==> src/rtl/ser_video_rx_pkg.sv <==
// Shared types and constants for the NeoGeo serial video receiver.
// Word width, channel ordering and receive FSM state encodings.
package ser_video_rx_pkg;

    localparam int SER_VID_BITS = 7;
    localparam int SER_VID_SYNC = 2;
    localparam int PIX_CNT_W    = 16;

    typedef enum logic [1:0] {
        ST_SHIFT = 2'd0,
        ST_FULL  = 2'd1,
        ST_OVER  = 2'd2
    } rx_state_e;

    // Channel order R,G,B: r lands in the MSB of the packed vector
    typedef struct packed {
        logic r;
        logic g;
        logic b;
    } rgb_bit_t;

endpackage

==> src/rtl/ser_sync_edge.sv <==
// Multi-stage synchroniser with a registered rising-edge pulse.
// The pulse lags the synchronised level by one cycle.
module ser_sync_edge #(
    parameter int STAGES = 2
) (
    input  logic clk,
    input  logic rst_n,
    input  logic din,
    output logic rise
);

    logic [STAGES-1:0] sync_q, sync_d;
    logic              prev_q, prev_d;
    logic              rise_q, rise_d;

    always_comb begin
        sync_d = {sync_q[STAGES-2:0], din};
        prev_d = sync_q[STAGES-1];
        rise_d = sync_q[STAGES-1] & ~prev_q;
    end

    always_ff @(posedge clk or negedge rst_n) begin
        if (!rst_n) begin
            sync_q <= '0;
            prev_q <= 1'b0;
            rise_q <= 1'b0;
        end else begin
            sync_q <= sync_d;
            prev_q <= prev_d;
            rise_q <= rise_d;
        end
    end

    assign rise = rise_q;

endmodule

==> src/rtl/ser_video_rx.sv <==
// NeoGeo serial video receiver: oversamples SER_CLK/SER_LAT at 24MHz,
// deserialises R/G/B words and flags wrong bit counts between latches.
module ser_video_rx
    import ser_video_rx_pkg::*;
#(
    parameter int BITS        = SER_VID_BITS,
    parameter int SYNC_STAGES = SER_VID_SYNC
) (
    input  logic                 CLK_24M,
    input  logic                 nRESET,
    input  logic                 SER_R,
    input  logic                 SER_G,
    input  logic                 SER_B,
    input  logic                 SER_CLK,
    input  logic                 SER_LAT,
    input  logic                 ERR_CLR,
    output logic [BITS-1:0]      VIDEO_R,
    output logic [BITS-1:0]      VIDEO_G,
    output logic [BITS-1:0]      VIDEO_B,
    output logic                 PIX_VALID,
    output logic                 ERR_LEN,
    output logic [PIX_CNT_W-1:0] PIX_CNT
);

    localparam int            CW       = $clog2(BITS + 2);
    localparam logic [CW-1:0] CNT_MAX  = CW'(BITS + 1);
    localparam logic [CW-1:0] CNT_LAST = CW'(BITS - 1);

    logic clk_rise;
    logic lat_rise;

    ser_sync_edge #(.STAGES(SYNC_STAGES)) u_clk_sync (
        .clk   (CLK_24M),
        .rst_n (nRESET),
        .din   (SER_CLK),
        .rise  (clk_rise)
    );

    ser_sync_edge #(.STAGES(SYNC_STAGES)) u_lat_sync (
        .clk   (CLK_24M),
        .rst_n (nRESET),
        .din   (SER_LAT),
        .rise  (lat_rise)
    );

    // One extra stage keeps data aligned with the registered edge pulse
    rgb_bit_t [SYNC_STAGES:0] dsync_q, dsync_d;
    logic [2:0]               dbit;

    logic [2:0][BITS-1:0]     sh_q, sh_d;
    logic [2:0][BITS-1:0]     video_q, video_d;
    logic [CW-1:0]            bit_cnt_q, bit_cnt_d;
    rx_state_e                state_q, state_d;
    logic                     pix_valid_q, pix_valid_d;
    logic                     err_q, err_d;
    logic [PIX_CNT_W-1:0]     pix_cnt_q, pix_cnt_d;

    assign dbit = dsync_q[SYNC_STAGES];

    always_comb begin
        dsync_d     = {dsync_q[SYNC_STAGES-1:0], {SER_R, SER_G, SER_B}};
        sh_d        = sh_q;
        video_d     = video_q;
        bit_cnt_d   = bit_cnt_q;
        state_d     = state_q;
        pix_valid_d = 1'b0;
        err_d       = err_q & ~ERR_CLR;
        pix_cnt_d   = pix_cnt_q;

        if (lat_rise) begin
            // A coincident clk_rise is dropped; decision uses pre-shift state
            bit_cnt_d = '0;
            state_d   = ST_SHIFT;
            if (state_q == ST_FULL) begin
                video_d     = sh_q;
                pix_valid_d = 1'b1;
                pix_cnt_d   = pix_cnt_q + PIX_CNT_W'(1);
            end else begin
                err_d = 1'b1;
            end
            if (clk_rise) begin
                err_d = 1'b1;
            end
        end else if (clk_rise) begin
            for (int c = 0; c < 3; c++) begin
                sh_d[c] = {sh_q[c][BITS-2:0], dbit[c]};
            end
            if (bit_cnt_q != CNT_MAX) begin
                bit_cnt_d = bit_cnt_q + CW'(1);
            end
            unique case (state_q)
                ST_SHIFT: begin
                    if (bit_cnt_q == CNT_LAST) begin
                        state_d = ST_FULL;
                    end
                end
                ST_FULL:  state_d = ST_OVER;
                default:  state_d = ST_OVER;
            endcase
        end
    end

    always_ff @(posedge CLK_24M or negedge nRESET) begin
        if (!nRESET) begin
            dsync_q     <= '0;
            sh_q        <= '0;
            video_q     <= '0;
            bit_cnt_q   <= '0;
            state_q     <= ST_SHIFT;
            pix_valid_q <= 1'b0;
            err_q       <= 1'b0;
            pix_cnt_q   <= '0;
        end else begin
            dsync_q     <= dsync_d;
            sh_q        <= sh_d;
            video_q     <= video_d;
            bit_cnt_q   <= bit_cnt_d;
            state_q     <= state_d;
            pix_valid_q <= pix_valid_d;
            err_q       <= err_d;
            pix_cnt_q   <= pix_cnt_d;
        end
    end

    assign VIDEO_R   = video_q[2];
    assign VIDEO_G   = video_q[1];
    assign VIDEO_B   = video_q[0];
    assign PIX_VALID = pix_valid_q;
    assign ERR_LEN   = err_q;
    assign PIX_CNT   = pix_cnt_q;

endmodule
==> config.mk <==
export PLATFORM = sky130hd
export DESIGN_NAME = ser_video_rx
export DESIGN_NICKNAME = d
export VERILOG_FILES = /design/src/rtl/ser_video_rx_pkg.sv /design/src/rtl/ser_sync_edge.sv /design/src/rtl/ser_video_rx.sv
export SDC_FILE = /design/constraint.sdc
export NUM_CORES = 1
export LEC_CHECK = 0
export BUFFER_PORTS_ARGS = -buffer_cell sky130_fd_sc_hd__buf_2
export CAP_MARGIN = 40
export CORE_MARGIN = 2
export CORE_UTILIZATION = 25
export DETAILED_ROUTE_END_ITERATION = 8
export GPL_TIMING_DRIVEN = 0
export PLACE_DENSITY = 0.48
export SYNTH_ARGS = -nofsm -noshare
export SYNTH_HDL_FRONTEND = slang
export SYNTH_SLANG_ARGS = --single-unit
==> constraint.sdc <==
create_clock -name CLK_24M -period 1.75 [get_ports CLK_24M]
set_input_delay 0 -clock CLK_24M [delete_from_list [all_inputs] [get_ports CLK_24M]]
set_output_delay 0 -clock CLK_24M [all_outputs]
set_load 0.01 [all_outputs]
==> impl_metrics.toml, run 1 <==
[run_status]
outcome = "finished clean"

[min_path]
hold_class = "in -> async"

[sta]
rsz0062_at_grt = "true"
relSlewSlack_pct = 66.88
report.final.slew_viol_count = 0
finClkSkew_ns = 0.007281
hold_violations = 0
tightestPinTransition_ns = 0.4968
fin_crit_ns = 1.625
finalSetupViolations = 0
hold-worst-slack_ns = 0.1579
fin_crit_sh_pct = 92.83
fmax_mhz = 615.6

[logic_synthesis]
yosys.area.top_type_share_pct = 66.61
synth_seq_cells = 83
yosysSeqAreaShare_pct = 66.61
synthArstFlopShare_pct = 100.0
ys.flop_type = "dfrtp_1"
synth_nets = 265
ys_warn_count = 0
synth_top_cell_by_area = "dfrtp_1"
syn_inst = 253
synth_area_um2 = 3118
ys_types = 28
avgSynthCellArea_um2 = 12.32
synthTopCellsByArea = "dfrtp_1 (67%), nand2_1 (8.7%), mux2_2 (7.6%)"
synth_edf_count = 0

[route]
drtIter0Drc = 65
routed_via_density = 3.951
ant_nets = 0
wl_per_cell_um = 11.13
vias = 1952
drtPass1Iterations = 4
wirelength_mm = 5.498
drc = 0

[placement]
hpwl_mm = 3.727
place.port_buffers = 46
globalplace.congestion = 0.7482

[flow_run]
drv_cap = 0

[critical_path]
max_stage_delay_ns = 0.58
cp-start-kind = "flip-flop"
slowest_stage = "or4_4"
worstSetupPathType = "reg -> reg"
cp_max_fo = 3
path_buf_inv = 0
worst_ep_arrival_time_ns = 1.88
crit_required_ns = 2.00
critPathTopFamily = "simple AND/OR/NAND/NOR gates"
path_cells = "ha_1, nand4b_2, or4_4, nor2_2, xor2_1"
worstSetupEndpointType = "flip-flop"

[cells_and_area]
nNetsFinal = 333
n_fill_cell = 1255
area.growth.synth_to_final_pct = 28.57
antenna_cells = 0
mostFrequentLayoutCells = "dfrtp_1 (83), nand2_1 (72), buf_2 (47), mux2_2 (21), xnor2_1 (11)"
multi_input_area_um2 = 982.2
drive_gt1_share_pct = 30.37
postLayoutCoreUtil_pct = 33.10
seq_area_um2 = 2077
mostFrequentLayoutCell = "dfrtp_1"

[die]
die_x_um = 115.7
start_util_pct = 25.74
dieArea_um2 = 13380
ios = 47
rows = 40
design.core.area_um2 = 12110
die_h_um = 115.7

[cts]
cts_made_buffers = 9
clock_sinks = 83
cts.path.max_buffers = 2
htreeDepth = 3
clk_latency_ns = 0.34
cts-root-buf = "clkbuf_16"
cts.clk_slew.worst_paths_ns = 0.06
cts_tree = "yes"

[power]
power.share.clock_pct = 42.9
p_switching_w = 0.001050
irDropWorstVdd_v = 0.0004766
seqPwrFrac_pct = 49.2
p_comb_share_pct = 7.9
switching_share_pct = 22.13
leakage_nw = 2.073
p_int_w = 0.003694
p_per_area_nw_per_um2 = 1183

[global_route]
track_usage_pct = 9.303
grt_pass1_vias = 1963
antenna_found_initial = 0
grt_pass1_wl_mm = 9.397
grt_max_degree = 51
grt_overflow_total = 0
==> through the flow <==
step | setup TNS [ns] | std cells | power (W) | setup slack (ns) | instance area (um2)
floorplan | 0 | 253 | 0.002587 | 0.1523 | 3118
global placement | -3.231 | 467 | 0.002714 | -0.04383 | 3558
detailed placement | 0 | 468 | 0.002743 | 0.07906 | 3588
CTS | 0 | 491 | 0.004830 | 0.06838 | 3984
global route | -0.007220 | 494 | 0.004997 | -0.006666 | 4009
finish | 0 | 494 | 0.004744 | 0.1255 | 4009
==> routing by layer <==
layer	vias to the layer above	part of all wire, %	wire, um	global-route usage, %
met5	-	0	0	0
met4	0	2.0	110	4.048
met3	10	5.5	303	3.870
met2	43	45	2463	14.19
met1	937	48	2620	11.62
li1	962	-	-	-
==> area by class of cell <==
type                       instances  share of cell area [%]
clock buffer                      11                   6.055
clock inverter                     5                   2.060
inverter                           6                  0.5618
sequential                        83                   51.81
timing repair buffer              57                   8.801
buffer                             7                  0.9675
tap                              168                   5.243
multi-input combinational        157                   24.50
==> synth_stat cells (all sizes together), types with 4 or more instances <==
| library cell | n |
|---|---|
| inv | 6 |
| mux2 | 21 |
| nand2 | 72 |
| buf | 4 |
| xnor2 | 11 |
| dfrtp | 83 |
| nor2 | 11 |
| nand3 | 7 |
| ha | 4 |
| xor2 | 6 |
==> power groups by stage <==
stage / clock network, W / logic [W] / registers (W)
floorplan: 0 / 0.000257 / 0.00233
global placement: 0 / 0.000350 / 0.00236
detailed placement: 0 / 0.000372 / 0.00237
CTS: 0.00211 / 0.000385 / 0.00234
global route: 0.00219 / 0.000429 / 0.00238
finish: 0.00203 / 0.000376 / 0.00233
==> cell families after synthesis <==
kind of cell    synth area share, %
fa+ha+maj                     1.605
buf+inv                       1.886
flops                         66.61
compound gates               0.9628
xor+xnor                      4.775
simple gates                  16.25
mux                           7.905
==> flip-flops by register name (all words and copies together), names as in the netlist, 2 cells and up <==
register / cells
state_q: 2
bit_cnt_q: 4
dbit: 3
VIDEO_G: 7
dsync_d: 6
sh_q: 21
VIDEO_R: 7
PIX_CNT: 16
u_lat_sync.sync_q: 2
VIDEO_B: 7
u_clk_sync.sync_q: 2
==> worst reg2reg max path, stage by stage (launching register included) <==
cell	delay (ns)
dfrtp_1	0.38
ha_1	0.17
nand4b_2	0.15
or4_4	0.58
nor2_2	0.12
xor2_1	0.15
==> what timing repair did <==
item / 4_1_cts / 5_1_grt
gates resized for setup: 0 / 3
endpoints found under the setup margin: 0 / 19
endpoints found under the hold margin: 39 / 0
buffers inserted: 0 / 3
hold buffers: 7 / 0
==> path summary, 6_finish.rpt <==
kind	end	from	slack, ns	cells past startpoint
max in group asynchronous	VIDEO_G[4]$_DFFE_PN0P_	nRESET	1.00	3
max reg2reg	PIX_CNT[14]$_DFFE_PN0P_	PIX_CNT[0]$_DFFE_PN0P_	0.13	5
min	PIX_CNT[5]$_DFFE_PN0P_	nRESET	0.16	2
min in group CLK_24M	dsync_d[3]$_DFF_PN0_	SER_B	0.30	2
min reg2reg	dsync_d[7]$_DFF_PN0_	dsync_d[4]$_DFF_PN0_	0.35	0
max	PIX_CNT[14]$_DFFE_PN0P_	PIX_CNT[0]$_DFFE_PN0P_	0.13	5
Note: power is estimated with default switching activity, not from simulation.
==> run 2, diff against run 1 <==
ABC_AREA = 1   (was unset)
==> impl_metrics.toml, run 2 <==
[cts]
cts_made_buffers = 9
cts-root-buf = "clkbuf_16"
cts.path.max_buffers = 2
htreeDepth = 3
clk_latency_ns = 0.33
clock_sinks = 83
cts_resized = 0
hold_buffers = 7
cts_tree = "yes"
cts_setup_buffers = 0
cts.clk_slew.worst_paths_ns = 0.06

[sta]
tightestPinTransition_ns = 0.5519
hold-worst-slack_ns = 0.2049
rsz0062_at_grt = "false"
fmax_mhz = 670.0
fin_crit_ns = 1.493
finalSetupViolations = 0
hold_violations = 0
relSlewSlack_pct = 63.21
report.final.slew_viol_count = 0
finClkSkew_ns = 0.007627
fin_crit_sh_pct = 85.29

[power]
switching_share_pct = 25.40
seqPwrFrac_pct = 50.5
p_int_w = 0.003257
irDropWorstVdd_v = 0.0005183
power.share.clock_pct = 40.9
leakage_nw = 1.944
p_switching_w = 0.001109
p_per_area_nw_per_um2 = 1067
p_comb_share_pct = 8.6

[logic_synthesis]
ys_warn_count = 0
ys.flop_type = "dfrtp_1"
synthTopCellsByCount = "dfrtp_1 (83), nand2_1 (82), o21ai_0 (45)"
synth_edf_count = 0
synthTopCellsByArea = "dfrtp_1 (64%), nand2_1 (9.4%), o21ai_0 (6.9%)"
ys_types = 25
yosysSeqAreaShare_pct = 63.58
avgSynthCellArea_um2 = 9.870
synth_top_cell_by_area = "dfrtp_1"
syn_inst = 331
synth_area_um2 = 3267
synth_nets = 343
synthArstFlopShare_pct = 100.0
yosys.area.top_type_share_pct = 63.58
yosys.cell_count.top_type = "dfrtp_1"
synth_seq_cells = 83

[die]
die_x_um = 118.3
design.core.area_um2 = 12670
start_util_pct = 25.78
die_h_um = 118.3
dieArea_um2 = 14000
rows = 41
ios = 47

[critical_path]
max_stage_delay_ns = 0.48
cp_max_fo = 10
worstSetupEndpointType = "flip-flop"
crit_path_start = "u_lat_sync.rise$_DFF_PN0_"
worstSetupPathType = "reg -> reg"
crit_required_ns = 1.95
cp-start-kind = "flip-flop"
worst_ep_arrival_time_ns = 1.69
slowest_stage = "dfrtp_1"
r2r_start = "u_lat_sync.rise$_DFF_PN0_"
critPathTopFamily = "flip-flops"
path_buf_inv = 1
path_cells = "nor2_2, clkbuf_1, o21ai_0"

[cells_and_area]
postLayoutCoreUtil_pct = 32.28
antenna_cells = 0
area.growth.synth_to_final_pct = 25.20
largest_register = "sh_q"
design_area_um2 = 4090
drive_gt1_share_pct = 19.70
largest_register_ffs = 21
mostFrequentLayoutCell = "dfrtp_1"
final_cell_count_no_fill = 573
mostFrequentLayoutCells = "dfrtp_1 (83), nand2_1 (82), buf_2 (47), o21ai_0 (45), inv_1 (41)"
nNetsFinal = 408

[route]
highest_layer = "met4"
drtPass1Iterations = 4
wirelength_mm = 6.688
routed_via_density = 4.066
route.met2.wl_mm = 3.242
vias = 2330
wl_met1_mm = 3.057
drtIter0Drc = 101
dr_wl_met3_um = 290
wl_per_cell_um = 11.67
ant_nets = 0
drc = 0

[global_route]
grt_pass1_wl_mm = 11.53
grt_max_degree = 43
grt_overflow_total = 0
track_usage_pct = 10.36
grt_pass1_vias = 2392
antenna_found_initial = 0

[placement]
hpwl_mm = 4.614
place_area_um2 = 3735
globalplace.congestion = 0.7731
place.port_buffers = 46
place_inst = 550

[run_status]
outcome = "finished clean"

[flow_run]
drv_cap = 0

[min_path]
hold_class = "in -> async"
-- run 2: final timing paths --
check / slack, ns / cells after the start / to
hold reg to reg: 0.34 / 0 / dsync_d[8]$_DFF_PN0_
min in group CLK_24M: 0.31 / 2 / u_lat_sync.sync_q[0]$_DFF_PN0_
max in group asynchronous: 0.94 / 3 / VIDEO_G[2]$_DFFE_PN0P_
hold / removal: 0.20 / 2 / ERR_LEN$_DFF_PN0_
setup / recovery: 0.26 / 3 / sh_q[0]$_DFFE_PN0P_
setup reg to reg: 0.26 / 3 / sh_q[0]$_DFFE_PN0P_
-- run 2: layout make-up --
cell class | instances | area, um2
Tap cell | 172 | 215.2
Inverter | 42 | 157.7
Clock inverter | 6 | 46.29
Fill cell | 1331 | 8581
Timing Repair Buffer | 54 | 322.8
Sequential cell | 83 | 2077
Multi-Input combinational cell | 197 | 973.4
Clock buffer | 10 | 239.0
Buffer | 9 | 58.81
-- run 2: stage by stage --
| step | power [W] | setup slack, ns | TNS [ns] |
|---|---|---|---|
| detailed placement | 0.002614 | 0.2585 | 0 |
| finish | 0.004365 | 0.2574 | 0 |
| global route | 0.004602 | 0.1207 | 0 |
| floorplan | 0.002432 | 0.4924 | 0 |
| CTS | 0.004454 | 0.2480 | 0 |
| global placement | 0.002597 | -0.06457 | -4.952 |
-- run 2: power by group through the flow --
stage                     Clock, W  Sequential (W)  Combinational [W]
final                      0.00178         0.00221           0.000376
after global routing       0.00192         0.00223           0.000444
after CTS                  0.00186         0.00221           0.000388
after detailed placement         0         0.00224           0.000371
after global placement           0         0.00224           0.000358
after floorplan                  0         0.00225           0.000185
-- run 2: cells by family after synthesis --
kind of cell             synth area share (%)
AND/OR/NAND/NOR                         17.58
flip-flops                              63.58
AO/OA/AOI/OAI                           8.311
buffers and inverters                   6.626
XOR/XNOR                                2.375
adder cells (fa/ha/maj)                 1.532
-- run 2: layer usage --
| metal | vias to the layer above | GRT usage, % |
|---|---|---|
| li1 | 1173 | - |
| met1 | 1105 | 12.46 |
| met2 | 41 | 17.41 |
| met3 | 11 | 3.330 |
| met4 | 0 | 3.539 |
| met5 | - | 0 |
==> run 3, diff against run 2 <==
PLACE_DENSITY = 0.52   (was 0.48)
==> impl_metrics.toml, run 3 (same netlist as run 2, synthesis figures left out) <==
[placement]
hpwl_mm = 4.615
place_area_um2 = 3735
place.port_buffers = 46
place_inst = 550
globalplace.congestion = 0.7721

[die]
die_x_um = 118.3
dieArea_um2 = 14000
rows = 41
design.core.area_um2 = 12670
ios = 47
start_util_pct = 25.78
die_h_um = 118.3

[cts]
cts_tree = "yes"
cts-root-buf = "clkbuf_16"
cts.clk_slew.worst_paths_ns = 0.06
clk_latency_ns = 0.33
cts.path.max_buffers = 2
cts_resized = 0
htreeDepth = 3
cts_setup_buffers = 0
cts_made_buffers = 9
hold_buffers = 7
clock_sinks = 83

[route]
drc = 0
vias = 2340
drtPass1Iterations = 4
routed_via_density = 4.084
ant_nets = 0
wirelength_mm = 6.650
drtIter0Drc = 96
wl_per_cell_um = 11.61

[cells_and_area]
design_area_um2 = 4078
mostFrequentLayoutCells = "dfrtp_1 (83), nand2_1 (82), buf_2 (47), o21ai_0 (45), inv_1 (41)"
mostFrequentLayoutCell = "dfrtp_1"
largest_register_ffs = 21
antenna_cells = 0
area.growth.synth_to_final_pct = 24.82
final_cell_count_no_fill = 573
n_fill_cell = 1355
nNetsFinal = 408
largest_register = "sh_q"
drive_gt1_share_pct = 19.20

[critical_path]
r2r_start = "u_lat_sync.rise$_DFF_PN0_"
max_stage_delay_ns = 0.48
crit_path_start = "u_lat_sync.rise$_DFF_PN0_"
reg2reg_slack_ns = 0.26
crit_required_ns = 1.95
path_cells = "nor2_2, clkbuf_1, o21ai_0"
cp-start-kind = "flip-flop"
reg2reg_depth = 3
cp_max_fo = 10
worstSetupPathType = "reg -> reg"
slowest_stage = "dfrtp_1"
worstSetupEndpointType = "flip-flop"
worst_ep_arrival_time_ns = 1.68
reg2reg_to = "sh_q[17]$_DFFE_PN0P_"

[sta]
finalSetupViolations = 0
rsz0062_at_grt = "false"
hold_violations = 0
relSlewSlack_pct = 63.22
fin_crit_sh_pct = 84.98
fmax_mhz = 672.5
report.final.slew_viol_count = 0
finClkSkew_ns = 0.008063
fin_crit_ns = 1.487
tightestPinTransition_ns = 0.5516

[global_route]
grt_pass1_wl_mm = 11.52
track_usage_pct = 10.43
grt_pass1_vias = 2374
grt_overflow_total = 0
grt_max_degree = 43
antenna_found_initial = 0

[power]
irDropWorstVdd_v = 0.0005452
leakage_nw = 1.941
p_per_area_nw_per_um2 = 1056

[flow_run]
drv_cap = 0

[min_path]
hold_class = "in -> async"

[run_status]
outcome = "finished clean"
## run 3: worst max-delay path, delay by kind of cell (launching register included)
kind	cells	cell delay [ns]
AOI/OAI and AO/OA	1	0.14
and+or+nand+nor	1	0.34
buffers and inverters	1	0.39
DFF	1	0.48
## run 3: worst max-delay path by stage
stage	end	cells past startpoint
after CTS	sh_q[1]$_DFFE_PN0P_	3
final	sh_q[17]$_DFFE_PN0P_	3
after global placement	VIDEO_G[5]$_DFFE_PN0P_	1
after detailed placement	sh_q[1]$_DFFE_PN0P_	3
after floorplan	PIX_CNT[9]$_DFFE_PN0P_	4
after global routing	sh_q[11]$_DFFE_PN0P_	3
## run 3: area by class of cell
cell class	instances	area [um2]	share of cell area, %
buffer	9	58.81	1.442
tap	172	215.2	5.278
inverter	42	157.7	3.866
sequential	83	2077	50.94
clock inverter	4	26.28	0.6444
multi-input combinational	197	973.4	23.87
clock buffer	12	246.5	6.045
timing repair buffer	54	322.8	7.917
## run 3: power by group
group / total [W] / internal [W] / switching [W]
Combinational: 0.000372 / 0.000142 / 0.000230
Sequential: 0.00221 / 0.00210 / 0.000103
Clock: 0.00172 / 0.000998 / 0.000726
Total: 0.00430 / 0.00324 / 0.00106
## run 3: layer usage
layer	GRT usage, %	routed length (um)	vias to the layer above
met3	3.089	271	8
met4	3.840	90	0
li1	-	-	1171
met1	12.50	3074	1118
met2	17.67	3213	43
met5	0	0	-
## run 3: metrics by stage
stage / setup TNS, ns / total power [W] / setup slack (ns) / hold slack, ns / util [%]
final: 0 / 0.004304 / 0.2629 / 0.2041 / 32.18
after global routing: 0 / 0.004550 / 0.1245 / 0.2490 / 32.18
after CTS: 0 / 0.004394 / 0.2347 / 0.2205 / 32.18
after detailed placement: 0 / 0.002614 / 0.2451 / 0.03363 / 29.48
after global placement: -1.138 / 0.002596 / -0.01846 / 0.1081 / 29.30
after floorplan: 0 / 0.002432 / 0.4924 / -0.2956 / -
